## src/rtl/slice_buffer_sched.sv

```systemverilog
// Ping-pong slice buffer scheduler: turns the pixel stream into bank writes and
// hands completed slices to the LED readout, arbitrating bank ownership.
module slice_buffer_sched #(
   parameter int ADDR_W  = 12,
   parameter int DATA_W  = 24,
   parameter int SLICE_W = 7,
   parameter int DROP_W  = 8
) (
   input  logic               clk,
   input  logic               nrst,
   input  logic               flush,
   input  logic               pixel_valid,
   input  logic [DATA_W-1:0]  pixel_data,
   input  logic [2:0]         pixel_col,
   input  logic [3:0]         pixel_line,
   input  logic [2:0]         block_col,
   input  logic [1:0]         block_line,
   input  logic               eos,
   input  logic [SLICE_W-1:0] wslice_cnt,
   output logic               wr_en,
   output logic               wr_bank,
   output logic [ADDR_W-1:0]  wr_addr,
   output logic [DATA_W-1:0]  wr_data,
   input  logic               rd_req,
   output logic               rd_ack,
   output logic               rd_bank,
   output logic [SLICE_W-1:0] rd_slice,
   input  logic               rd_done,
   output logic               overrun,
   output logic [DROP_W-1:0]  drop_cnt
);

   typedef enum logic [1:0] {
      ST_EMPTY   = 2'd0,
      ST_FULL    = 2'd1,
      ST_READING = 2'd2
   } bank_st_t;

   bank_st_t            r_st0, r_st1;
   bank_st_t            w_st0_nxt, w_st1_nxt;
   logic                r_wb, w_wb_nxt;
   logic [SLICE_W-1:0]  r_tag0, r_tag1, w_tag0_nxt, w_tag1_nxt;
   logic                w_ack_nxt, w_ovr_nxt;
   logic                w_rd_bank_nxt;
   logic [SLICE_W-1:0]  w_rd_slice_nxt;
   logic [DROP_W-1:0]   w_drop_nxt;
   logic                w_busy;
   logic                w_other_empty;
   logic [SLICE_W-1:0]  w_slice_id;
   logic [11:0]         w_coord;

   function automatic logic [DROP_W-1:0] sat_inc(input logic [DROP_W-1:0] v);
      return (&v) ? v : v + 1'b1;
   endfunction

   assign w_coord    = {block_line, pixel_line, block_col, pixel_col};
   assign w_slice_id = wslice_cnt - 1'b1;

   // Write path: straight one-cycle pipeline, never gated by bank state.
   always_ff @(posedge clk or negedge nrst) begin
      if (!nrst) begin
         wr_en   <= 1'b0;
         wr_bank <= 1'b0;
         wr_addr <= '0;
         wr_data <= '0;
      end else begin
         wr_en   <= pixel_valid;
         wr_bank <= r_wb;
         wr_addr <= ADDR_W'(w_coord);
         wr_data <= pixel_data;
      end
   end

   // Bank ownership next-state: flush, then rd_done, then grant, then eos swap.
   always_comb begin
      w_st0_nxt      = r_st0;
      w_st1_nxt      = r_st1;
      w_wb_nxt       = r_wb;
      w_tag0_nxt     = r_tag0;
      w_tag1_nxt     = r_tag1;
      w_ack_nxt      = 1'b0;
      w_ovr_nxt      = 1'b0;
      w_rd_bank_nxt  = rd_bank;
      w_rd_slice_nxt = rd_slice;
      w_drop_nxt     = drop_cnt;
      w_busy         = (r_st0 == ST_READING) || (r_st1 == ST_READING);
      w_other_empty  = 1'b0;

      if (flush) begin
         w_st0_nxt = ST_EMPTY;
         w_st1_nxt = ST_EMPTY;
         w_wb_nxt  = 1'b0;
      end else begin
         if (rd_done) begin
            if (r_st0 == ST_READING) w_st0_nxt = ST_EMPTY;
            if (r_st1 == ST_READING) w_st1_nxt = ST_EMPTY;
         end

         // At most one bank can be FULL, so the order of these tests is irrelevant.
         if (rd_req && !rd_done && !w_busy) begin
            if (r_st0 == ST_FULL) begin
               w_st0_nxt      = ST_READING;
               w_ack_nxt      = 1'b1;
               w_rd_bank_nxt  = 1'b0;
               w_rd_slice_nxt = r_tag0;
            end else if (r_st1 == ST_FULL) begin
               w_st1_nxt      = ST_READING;
               w_ack_nxt      = 1'b1;
               w_rd_bank_nxt  = 1'b1;
               w_rd_slice_nxt = r_tag1;
            end
         end

         if (eos) begin
            w_other_empty = r_wb ? (w_st0_nxt == ST_EMPTY) : (w_st1_nxt == ST_EMPTY);
            if (w_other_empty) begin
               if (r_wb) begin
                  w_st1_nxt  = ST_FULL;
                  w_tag1_nxt = w_slice_id;
               end else begin
                  w_st0_nxt  = ST_FULL;
                  w_tag0_nxt = w_slice_id;
               end
               w_wb_nxt = ~r_wb;
            end else begin
               w_ovr_nxt  = 1'b1;
               w_drop_nxt = sat_inc(drop_cnt);
            end
         end
      end
   end

   always_ff @(posedge clk or negedge nrst) begin
      if (!nrst) begin
         r_st0    <= ST_EMPTY;
         r_st1    <= ST_EMPTY;
         r_wb     <= 1'b0;
         r_tag0   <= '0;
         r_tag1   <= '0;
         rd_ack   <= 1'b0;
         rd_bank  <= 1'b0;
         rd_slice <= '0;
         overrun  <= 1'b0;
         drop_cnt <= '0;
      end else begin
         r_st0    <= w_st0_nxt;
         r_st1    <= w_st1_nxt;
         r_wb     <= w_wb_nxt;
         r_tag0   <= w_tag0_nxt;
         r_tag1   <= w_tag1_nxt;
         rd_ack   <= w_ack_nxt;
         rd_bank  <= w_rd_bank_nxt;
         rd_slice <= w_rd_slice_nxt;
         overrun  <= w_ovr_nxt;
         drop_cnt <= w_drop_nxt;
      end
   end

endmodule

```

## config.mk

```make
export PLATFORM = sky130hd
export DESIGN_NAME = slice_buffer_sched
export DESIGN_NICKNAME = d
export VERILOG_FILES = /design/src/rtl/slice_buffer_sched.sv
export SDC_FILE = /design/constraint.sdc
export NUM_CORES = 1
export LEC_CHECK = 0
export CAP_MARGIN = 20
export CELL_PAD_IN_SITES_DETAIL_PLACEMENT = 1
export CELL_PAD_IN_SITES_GLOBAL_PLACEMENT = 1
export CORE_UTILIZATION = 35
export CTS_BUF_LIST = sky130_fd_sc_hd__clkbuf_4 sky130_fd_sc_hd__clkbuf_8
export DETAILED_ROUTE_END_ITERATION = 7
export PLACE_DENSITY_LB_ADDON = 0.1
export SLEW_MARGIN = 15
export SYNTH_ARGS = -nofsm -noshare
export SYNTH_HDL_FRONTEND = slang
export SYNTH_SLANG_ARGS = --single-unit
```

## constraint.sdc

```tcl
create_clock -name clk -period 2 [get_ports clk]
set_input_delay 0.4 -clock clk [delete_from_list [all_inputs] [get_ports clk]]
set_output_delay 0.4 -clock clk [all_outputs]
set_load 0.005 [all_outputs]
```

==> key figures <==
Placed design
  • Post-place setup slack: 89.16 ps
  • Port Buffer Count: 105
  • HPWL Detailed: 5145 um
  • GP Congestion: 0.8228

CTS
  • Reg clk slew, reported paths: 70 ps
  • Num Clock Sinks: 75
  • CTS buffer count: 9
  • Hold buffer count at cts: 1
  • CTS tree: done
  • CTS Buffer Depth: 2
  • Clock Root Buffer: clkbuf_8
  • Clock Latency Late Sink: 340 ps
  • Resize count post-CTS: 0
  • Number of H-tree levels: 3
  • Setup Fix Bufs, Post-CTS: 0

Die
  • Core Footprint: 7687 um^2
  • Die H: 90.81 um
  • Starting Density: 35.90%
  • Rows: 32
  • Full die area: 8246 um^2
  • IO Count: 106
  • Die Wd: 90.81 um

Synthesis
  • Seq/Total Area, Yosys: 68.00%
  • Synth top area share: 68.00%
  • Synth Warn #: 0
  • Cell count after synthesis: 207
  • Yosys reg bits: 75
  • Post-synth cell types: 41
  • Top cells by area, synth: dfrtp_1 (68%), mux2i_1 (2.5%), nand2_1 (2.3%), a21oi_1 (2.2%), o21ai_0 (2.2%)
  • Synthesized area: 2760 um^2
  • Synthesized Nets: 259
  • Post-synth top area cell: dfrtp_1
  • Avg Cell Area, Syn: 13.33 um^2

Setup path
  • Slowest cell on the critical path: clkdlybuf4s50_1
  • Crit path largest cell delay: 530 ps
  • Setup CP Type: reg2out
  • Worst Reg2Reg Path Length in Cells: 4
  • Critical path launch point type: flip-flop
  • Worst path cell trace: clkdlybuf4s50_1
  • Required @ worst endpoint: 1600 ps
  • CP Depth: 1
  • WP data arrival: 1320 ps
  • Setup crit end kind: output pin
  • Worst-path fanout max: 6
  • CP delay by family, top: buffers and inverters
  • WP buf/inv: 1

Drt
  • Detailed Routing Iterations Pass 1: 4
  • 1st-iter DRT viols: 67
  • DR DRC count: 0
  • Routed len/inst: 15.48 um
  • ANT nets after route: 0
  • Vias: 2027
  • WL final: 6720 um
  • Vias/cell: 4.671

STA
  • Worst Max-Slew Pin Slew: 454.7 ps
  • Finish-stage setup viols: 0
  • Slew margin rel.: 69.69%
  • RSZ-0062 raised after global routing: false
  • Setup TNS: 0 ps
  • Final worst path period need: 1716 ps
  • Setup clock skew after layout: 7.943 ps
  • Worst setup margin: 283.7 ps
  • Slew Viols, Final: 0
  • Fmax: 582.6 MHz
  • Final hold vios: 0
  • Tcrit/Tclk final: 85.82%

GRT
  • Initial antenna violation count: 0
  • Met2 usage: 30.62%
  • Vias in the first global route: 2094
  • Top Usage Layer GRT: met2
  • Grt met3 use: 3.620%
  • GRT Util Overall: 17.59%
  • Largest net degree at the start of global routing: 35
  • GR Util met1: 20.30%
  • Global-route wire length before repair: 10920 um
  • Grt ovf: 0

Finish
  • Area Growth Syn to Fin: 52.77%
  • N_diodes: 0
  • Final nets: 379
  • FILL cells: 798
  • Layout cell share with drive strength beyond 1: 12.35%

Power
  • Power density cells: 962.7 nW/um^2
  • Total leakage power: 1.851 nW
  • Worst vdd ir: 0.0004413 V
  • Total power: 4.059 mW

Status
  • Status: completed

Min path
  • WHS Path Cells: 2
  • Hold Path Class: reg2reg

Job
  • Max Cap Viol: 0
-- worst paths after layout --
| path | startpoint | end | slack, ps |
|---|---|---|---|
| setup reg to reg | r_wb | drop_cnt[1] | 360 |
| setup / recovery | drop_cnt[2] | drop_cnt[2] | 280 |
| hold / removal | r_tag1[2] | r_tag1[2] | 480 |
| hold reg to reg | r_tag1[2] | r_tag1[2] | 480 |
| min in group asynchronous | nrst | wr_data[5] | 530 |
| max in group asynchronous | nrst | wr_data[2] | 900 |
-- power breakdown --
part           switching, mW  total (mW)  leakage [nW]  internal [mW]
clock network          0.566        1.31         0.115          0.740
logic                  0.324       0.844         0.824          0.520
registers              0.155        1.91         0.912           1.75
-- area by class of cell --
type | count | area (um^2) | share of cell area, %
inverter | 9 | 33.78 | 0.8012
sequential | 75 | 1877 | 44.51
tap | 102 | 127.6 | 3.027
clock buffer | 11 | 138.9 | 3.294
multi-input combinational | 118 | 822.0 | 19.50
clock inverter | 5 | 86.33 | 2.047
timing repair buffer | 114 | 1131 | 26.82
-- state kept, by name, summed over array words and instances, names as in the netlist --
| register | count |
|---|---|
| drop_cnt | 8 |
| overrun | 1 |
| r_st0 | 2 |
| r_st1 | 2 |
| r_tag0 | 7 |
| r_tag1 | 7 |
| r_wb | 1 |
| rd_ack | 1 |
| rd_bank | 1 |
| rd_slice | 7 |
| wr_addr | 12 |
| wr_bank | 1 |
| wr_data | 24 |
| wr_en | 1 |
-- cell usage after synthesis (all sizes together) --
master   number
maj3          1
inv           9
buf           5
o311ai        1
nor4b         1
o2111ai       1
a21oi        12
nor2b         3
o31ai         1
o21ai        12
nor3b         2
nand3         6
a211o         1
nand2        17
dfrtp        75
xnor2         4
and2b         1
a31oi         9
o21a          1
a22oi         1
nor3          4
nand3b        1
nand4         1
xor2          6
a211oi        1
o41ai         1
mux2i         7
nor4          3
mux2          7
nor2          7
ha            2
nand2b        2
and3          1
and2          1
-- cells in the final DEF, fill, tap and decap left out, drive strengths merged, types with 2 or more instances in the layout --
cell type        n
clkdlybuf4s50  104
dfrtp           75
nand2           17
o21ai           12
a21oi           12
clkbuf          11
inv             10
a31oi            9
buf              9
mux2i            7
nor2             7
mux2             7
nand3            6
xor2             6
xnor2            4
nor3             4
nor2b            3
nor4             3
ha               2
bufinv           2
clkinv           2
nand2b           2
nor3b            2
-- cells by family after synthesis --
| kind of cell | share of synthesized area (%) |
|---|---|
| xor gates and xnor gates | 3.173 |
| DFF | 68.00 |
| AOI/OAI and AO/OA | 9.248 |
| adders and majority gates | 1.314 |
| and+or+nand+nor | 10.25 |
| muxes | 5.802 |
| buffers and inverters | 2.221 |
-- layer usage --
metal  up-vias  wire length (um)
met5         -                 0
met4         0               175
met3        13               228
met2        52              3614
met1      1007              2702
li1        955                 -
-- metrics by stage --
step	area (um^2)	cells	util [%]	hold slack (ps)
3_3_place_gp	3981	417	51.79	372.8
2_1_floorplan	2760	207	-	104.4
4_1_cts	4217	434	54.85	464.8
3_5_place_dp	3981	417	51.79	378.7
5_1_grt	4217	434	54.85	459.8
6_report	4217	434	54.85	483.4
(Power assumes the default switching activity.)
